<file path="config.mk">
export PLATFORM = sky130hd
export DESIGN_NAME = proc_run_ctrl
export DESIGN_NICKNAME = d
export VERILOG_FILES = /design/src/rtl/proc_run_ctrl.sv
export SDC_FILE = /design/constraint.sdc
export NUM_CORES = 1
export LEC_CHECK = 0
export ABC_AREA = 1
export BUFFER_PORTS_ARGS = -buffer_cell sky130_fd_sc_hd__buf_2
export CAP_MARGIN = 15
export CORE_ASPECT_RATIO = 0.75
export CORE_MARGIN = 1.5
export CORE_UTILIZATION = 50
export DETAILED_ROUTE_END_ITERATION = 10
export PLACE_DENSITY = 0.7
export SETUP_SLACK_MARGIN = 0.02
export SYNTH_ARGS = -nofsm -noshare
export SYNTH_HDL_FRONTEND = slang
export SYNTH_SLANG_ARGS = --single-unit
</file>
<file path="constraint.sdc">
create_clock -name Clk -period 2.85 [get_ports Clk]
set_input_delay 0.285 -clock Clk [delete_from_list [all_inputs] [get_ports Clk]]
set_output_delay 0.285 -clock Clk [all_outputs]
set_load 0.02 [all_outputs]
</file>
<file path="src/rtl/proc_run_ctrl.sv">
// rtl/proc_run_ctrl.sv - run controller: reset sequencing, free-run/single-step enable, halt/budget completion
module proc_run_ctrl #(
  parameter int RST_CYCLES = 2,
  parameter int MAX_CYCLES = 15,
  parameter int CNT_W      = 16
) (
  input  logic             Clk,
  input  logic             Reset,
  input  logic             start,
  input  logic             step_mode,
  input  logic             step,
  input  logic             halt,
  output logic             core_reset,
  output logic             core_en,
  output logic [CNT_W-1:0] cycle_count,
  output logic             done,
  output logic             timeout
);

  // rst counter only needs to hold RST_CYCLES-1
  localparam int RC_W = (RST_CYCLES > 1) ? $clog2(RST_CYCLES) : 1;
  localparam logic [RC_W-1:0]  RST_LOAD = RC_W'(RST_CYCLES - 1);
  localparam logic [CNT_W-1:0] MAX_VAL  = CNT_W'(MAX_CYCLES);
  localparam logic [CNT_W-1:0] CNT_SAT  = '1;

  typedef enum logic [1:0] {
    IDLE   = 2'd0,
    RSTSEQ = 2'd1,
    RUN    = 2'd2,
    DONE   = 2'd3
  } state_t;

  state_t          state;
  logic [RC_W-1:0] rst_cnt;
  logic            step_q;
  logic            step_rise;
  logic [CNT_W-1:0] cnt_inc;

  // step and halt act on core_en within the same cycle; start only affects state
  assign step_rise  = step & ~step_q;
  assign core_reset = (state == IDLE) | (state == RSTSEQ);
  assign core_en    = (state == RUN) & ~halt & (~step_mode | step_rise);
  assign cnt_inc    = cycle_count + CNT_W'(1);

  // step history for edge detection, tracked in every state
  always_ff @(posedge Clk or posedge Reset) begin
    if (Reset) begin
      step_q <= 1'b0;
    end else begin
      step_q <= step;
    end
  end

  // run sequencing, cycle accounting and completion status
  always_ff @(posedge Clk or posedge Reset) begin
    if (Reset) begin
      state       <= IDLE;
      rst_cnt     <= '0;
      cycle_count <= '0;
      done        <= 1'b0;
      timeout     <= 1'b0;
    end else begin
      case (state)
        IDLE, DONE: begin
          if (start) begin
            state       <= RSTSEQ;
            rst_cnt     <= RST_LOAD;
            cycle_count <= '0;
            done        <= 1'b0;
            timeout     <= 1'b0;
          end
        end
        RSTSEQ: begin
          if (rst_cnt == '0) begin
            state <= RUN;
          end else begin
            rst_cnt <= rst_cnt - RC_W'(1);
          end
        end
        RUN: begin
          // halt gates core_en, so a halt cycle never counts and never times out
          if (halt) begin
            state   <= DONE;
            done    <= 1'b1;
            timeout <= 1'b0;
          end else if (core_en) begin
            if (MAX_CYCLES == 0) begin
              if (cycle_count != CNT_SAT) begin
                cycle_count <= cnt_inc;
              end
            end else begin
              cycle_count <= cnt_inc;
              if (cnt_inc == MAX_VAL) begin
                state   <= DONE;
                done    <= 1'b1;
                timeout <= 1'b1;
              end
            end
          end
        end
        default: state <= IDLE;
      endcase
    end
  end

endmodule

</file>
==> results of run 1 <==
==> cells by family (layout without fill, tap and decap cells) <==
kind of cell / count (synthesis) / count (layout)
buffers and inverters: 31 / 60
flip-flops: 22 / 22
adder cells (fa/ha/maj): 6 / 6
XOR/XNOR: 2 / 2
AND/OR/NAND/NOR: 113 / 113
AO/OA/AOI/OAI: 25 / 25
==> per-stage QoR <==
step                      setup WS, ns  power (W)
after global routing             0.404    0.00131
after CTS                        0.631    0.00122
final                            0.591    0.00122
after detailed placement         0.663   0.000929
after floorplan                  0.945   0.000774
after global placement           0.694   0.000911
==> worst min path at each step <==
stage | endpoint | startpoint | depth (start not counted) | slack, ns
final | step_q | step | 1 | 0.14
after global routing | step_q | step | 1 | 0.14
after CTS | step_q | step | 1 | 0.14
after detailed placement | step_q | step | 1 | 0.41
after global placement | step_q | step | 1 | 0.41
after floorplan | cycle_count[0] | Reset | 1 | 0.27
==> sequential cells by signal (all words and copies together) (netlist names) <==
register,flops
cycle_count,16
done,1
rst_cnt,1
state,2
step_q,1
timeout,1
==> power groups by stage <==
stage / Combinational, W / Sequential, W / Clock (W)
6_report: 0.000524 / 0.000400 / 0.000292
5_1_grt: 0.000596 / 0.000406 / 0.000311
4_1_cts: 0.000526 / 0.000399 / 0.000297
3_5_place_dp: 0.000526 / 0.000404 / 0
3_3_place_gp: 0.000512 / 0.000399 / 0
2_1_floorplan: 0.000361 / 0.000414 / 0
==> layout by cell type (no fill, tap or decap), drive strengths merged <==
| master | instances |
|---|---|
| a21oi | 5 |
| buf | 26 |
| bufinv | 1 |
| clkbuf | 3 |
| dfrtp | 22 |
| ha | 6 |
| inv | 30 |
| nand2 | 68 |
| nand3 | 16 |
| nand4 | 5 |
| nor2 | 22 |
| nor3 | 1 |
| o21ai | 14 |
| o21bai | 1 |
| o22ai | 5 |
| or2 | 1 |
| xnor2 | 1 |
| xor2 | 1 |
==> synth_stat cells <==
library cell / instances
o21ai_1: 3
o22ai_1: 5
xnor2_1: 1
or2_2: 1
nor2_1: 14
xor2_1: 1
dfrtp_1: 22
inv_2: 4
a21oi_1: 5
nor2_4: 3
nand2_1: 63
o21ai_0: 11
nand3_1: 14
nand2_2: 5
o21bai_4: 1
nor3_1: 1
nand4_1: 5
inv_1: 26
nand3_2: 2
ha_1: 6
nor2_2: 5
clkbuf_1: 1
==> layout make-up <==
class                           instances  area share [%]
Multi-Input combinational cell        146            45.3
Sequential cell                        22            33.0
Timing Repair Buffer                   26            7.95
Inverter                               30            6.75
Tap cell                               36            2.70
Clock buffer                            3            2.48
Clock inverter                          1            1.80
==> per-layer routing <==
metal	wire length [um]	global-route usage, %
met4	55	5.67
met3	166	5.08
met5	0	0
met1	1710	36.2
met2	1500	37.5
==> worst register-to-register path: stages, from the launching register on <==
cell and delay [ns]:
dfrtp_1 0.43, inv_1 0.10, ha_1 0.19, inv_2 0.07, nor2_1 0.22, nand2_1 0.09, inv_1 0.07, a21oi_1 0.05
nor2_2 0.08, buf_4 0.21, inv_2 0.08, nor2_4 0.26, inv_2 0.14, o22ai_1 0.18
==> impl_metrics.yaml, run 1 <==
clock_network:
  postCtsSetupRepairBufs: 0
  h-tree-depth: 1
  clk_pin_slew_worst_paths_ns: 0.08
  clk_latency_ns: 0.27
  cts_sinks: 22
  clock_path_buffers: 2
  ctsResizeCount: 0
  cts_tree: "done"
  hold_buffers: 0
  cts-root-buf: "clkbuf_8"
  cts_buffers: 3
floorplanning:
  die_w_um: 64.6
  coreArea_um2: 2660
  start_util_pct: 53.4
  die_area_um2: 3180
  pin_count: 26
  num_rows: 16
  die_h_um: 49.2
timing:
  report.final.slew_viol_count: 0
  setup_viol: 0
  slew_headroom_pct: 44.9
  fin_skew_ns: 0.00624
  fmax_ghz: 0.443
  hold_violations: 0
  worstMarginPinSlew_ns: 0.825
  finalCriticalPeriod_ns: 2.26
  fin_crit_sh_pct: 79.3
  totalNegativeSetupSlack_ns: 0
  rsz0062_at_grt: "false"
  hold_ws_ns: 0.140
critical_path:
  rr_endpoint: "cycle_count[6]"
  critPathRequiredTime_ns: 3.03
  path_cells: "inv_1 > ha_1 > inv_2 > nor2_1 > nand2_1 > inv_1 > a21oi_1 > nor2_2 > buf_4 > inv_2 > nor2_4 > inv_2 > o22ai_1"
  rrSetupSlack_ns: 0.59
  worst-path-stages: 13
  crit_type: "flip-flop to flip-flop"
  cp_num_buf_inv: 6
  setup.worst_path.end: "cycle_count[6]"
  startpoint: "state[0]"
  worstPathMaxFanout: 15
  cpPeakStageDelay_ns: 0.43
  cp_common_cell: "inv_2"
  cp_top_family: "buffers and inverters"
  cp-end-kind: "flip-flop"
  startpoint_type: "flip-flop"
  crit_arrival_ns: 2.44
  r2r_cells: 13
  timing.rr.start: "state[0]"
  critPathSlowestCell: "dfrtp_1"
logic_synthesis:
  yosysSeqAreaShare_pct: 38.7
  synthMuxAreaShare_pct: 0
  synth_xor_area_share_pct: 1.23
  yosys.area_share.adder_pct: 5.28
  postSynthCellCount: 199
  netlist_area_um2: 1420
  synth_area_leaders: "dfrtp_1 (39%), nand2_1 (17%), inv_1 (6.9%), ha_1 (5.3%), nand3_1 (4.9%)"
  ys_ff_latch: 22
  synthDistinctLibCells: 22
  yosysTopAreaCell: "dfrtp_1"
  synth_top_area_share_pct: 38.7
  yosysWarningCount: 0
  synth_top_family_by_area: "simple AND/OR/NAND/NOR gates"
  syn_avg_cell_area_um2: 7.15
  synth_nets: 211
  synth_simple_gate_area_share_pct: 36.4
  synth_compound_area_share_pct: 10.2
detailed_routing:
  dr.pass1.iters: 4
  drt_iter0_drc: 140
  drt-total-wl_um: 3430
  ant_nets: 0
  via_per_inst: 5.20
  routedWlPerCell_um: 13.0
  drc: 0
  dr_total_vias: 1374
run_status:
  outcome: "complete, no violations"
power_and_ir_drop:
  p_comb_share_pct: 43.1
  p_switching_w: 0.000503
  seq_power_share_pct: 32.9
  switching_share_pct: 41.4
  power_density_nw_per_um2: 729
  irDropWorstVdd_v: 0.000771
  p_leak_nw: 0.841
  clkPwrFrac_pct: 24.0
  p_int_w: 0.000713
final_layout:
  seq_area_um2: 551
  fin_util_pct: 62.6
  area_growth_pct: 17.2
  drive_gt1_share_pct: 22.4
  diodes: 0
  layout.nets: 241
  multi_input_area_um2: 756
  final_cell_area_um2: 1670
  final_cells: 264
  n_fill_cell: 252
place:
  place_congestion: 0.911
  post_dp_cell_area_um2: 1600
  dpl.hpwl_um: 2620
  io_buffers: 25
  dpl.cell_count: 260
grt:
  grt_max_degree: 23
  grt.overflow.total: 0
  grt_pass1_wl_um: 6020
  grt_usage_pct: 24.7
  antenna_found_initial: 0
  grt_pass1_vias: 1283
min_path:
  hp-class: "input port to flip-flop"
run:
  maxCapViolCount: 0
Power figures use the tool's default switching activity.
==> run 2: changes to the inputs <==
clock period = 2.1 ns   (was 2.85 ns; I/O delays follow)
==> impl_metrics.yaml, run 2 (synthesis results as in run 1) <==
run:
  maxCapViolCount: 0
floorplanning:
  num_rows: 16
  die_w_um: 64.6
  die_area_um2: 3180
  die_h_um: 49.2
  start_util_pct: 53.4
  pin_count: 26
  coreArea_um2: 2660
final_layout:
  diodes: 0
  largest_reg_flops: 16
  drive_gt1_share_pct: 25.5
  largestRegisters: "cycle_count: 16 flops, state: 2 flops"
  final_common_cell: "nand2_1"
  layout_common_cells: "nand2_1 (63), inv_1 (26), buf_2 (25), dfrtp_1 (21), nand3_1 (13)"
  layout.nets: 244
  largest-register: "cycle_count"
  area_growth_pct: 20.6
power_and_ir_drop:
  irDropWorstVdd_v: 0.000623
  power_density_nw_per_um2: 953
  p_leak_nw: 0.849
clock_network:
  cts_buffers: 3
  clk_pin_slew_worst_paths_ns: 0.08
  cts-root-buf: "clkbuf_8"
  clock_path_buffers: 2
  clk_latency_ns: 0.27
  h-tree-depth: 1
  cts_sinks: 22
  cts_tree: "done"
timing:
  fin_skew_ns: 0.00954
  fmax_ghz: 0.522
  totalNegativeSetupSlack_ns: 0
  fin_ws_ns: 0.184
  setup_viol: 0
  hold_violations: 0
  worstMarginPinSlew_ns: 0.835
  slew_headroom_pct: 44.3
  rsz0062_at_grt: "true"
  finalCriticalPeriod_ns: 1.92
  fin_crit_sh_pct: 91.2
  report.final.slew_viol_count: 0
grt:
  grt_max_degree: 23
  antenna_found_initial: 0
  grt_pass1_vias: 1315
  grt_pass1_wl_um: 5900
  grt_usage_pct: 23.4
  grt.overflow.total: 0
place:
  place_congestion: 0.878
  dpl.hpwl_um: 2600
  io_buffers: 25
  place_ws_ns: 0.122
min_path:
  min_from: "step"
  hold_end: "step_q"
  hold_depth: 1
  hp-class: "input port to flip-flop"
critical_path:
  worstPathMaxFanout: 7
  cp_common_cell: "nand2_1"
  crit_type: "flip-flop to flip-flop"
  timing.rr.start: "cycle_count[1]"
  startpoint_type: "flip-flop"
  cpPeakStageDelay_ns: 0.43
  cp_num_buf_inv: 0
  r2r_cells: 12
  path_cells: "ha_4 > nand2_1 > nor2_4 > nand3_1 > nand2_1 > nand2_1 > nor2_1 > nand3_2 > o21bai_4 > nand2_2 > nand2_1 > nand2_1"
  rrSetupSlack_ns: 0.18
  cp_top_family: "simple AND/OR/NAND/NOR gates"
  crit_arrival_ns: 2.07
  critPathRequiredTime_ns: 2.25
  critPathSlowestCell: "dfrtp_2"
  rr_endpoint: "state[0]"
  cp-end-kind: "flip-flop"
detailed_routing:
  ant_nets: 0
  via_per_inst: 5.41
  drt_iter0_drc: 210
  drt-total-wl_um: 3500
  routedWlPerCell_um: 13.1
  drc: 0
  dr_total_vias: 1444
  dr.pass1.iters: 5
run_status:
  outcome: "complete, no violations"
[run 2: area by class of cell]
cell class	instances	area [um^2]
multi-input combinational	146	783
tap	36	45.0
clock buffer	4	55.1
fill	239	947
timing repair buffer	29	168
sequential	22	552
inverter	30	113
[run 2: layer usage]
layer  global-route usage (%)  routed length (um)
met5                        0                   0
met4                     4.61                  11
met3                     4.85                 239
met2                     37.8                1630
met1                     32.7                1620
[run 2: report_power, final]
group	total, W	leakage (nW)	switching, W	internal [W]
logic	0.000781	0.525	0.000510	0.000271
registers	0.000539	0.295	0.0000555	0.000483
clock network	0.000315	0.0288	0.000147	0.000167
total	0.00163	0.849	0.000713	0.000921
[run 2: worst max path at each step]
stage              startpoint       end  slack [ns]  cells after the start
3_5_place_dp   cycle_count[1]  state[0]        0.12                     12
5_1_grt        cycle_count[1]  state[0]      -0.006                     12
3_3_place_gp   cycle_count[1]  state[0]        0.14                     12
2_1_floorplan  cycle_count[0]      done        0.19                     12
4_1_cts        cycle_count[1]  state[0]        0.09                     12
6_report       cycle_count[1]  state[0]        0.18                     12
[run 2: through the flow]
stage                     std cells  power, W  hold WS, ns  instance area (um^2)  util, %
after CTS                       265   0.00158       0.0591                  1660     62.3
after detailed placement        261   0.00126        0.336                  1600     60.2
final                           267   0.00163       0.0634                  1720     64.4
after global placement          261   0.00124        0.334                  1600     60.2
after global routing            267   0.00176       0.0689                  1720     64.4
after floorplan                 199   0.00105        0.199                  1420        -
[run 2: what timing repair did]
action                                 4_1_cts  5_1_grt
resized for setup                            0        7
hold buffers                                 0        0
endpoints found under the hold margin        0        0
setup buffers                                0        2
setup endpoints to repair                    0       12
[run 2: worst register-to-register path: cells and delay by family, from the launching register on]
family | cells | cell delay (ns)
AND/OR/NAND/NOR | 10 | 0.99
flip-flops | 1 | 0.43
AO/OA/AOI/OAI | 1 | 0.22
adder cells (fa/ha/maj) | 1 | 0.17
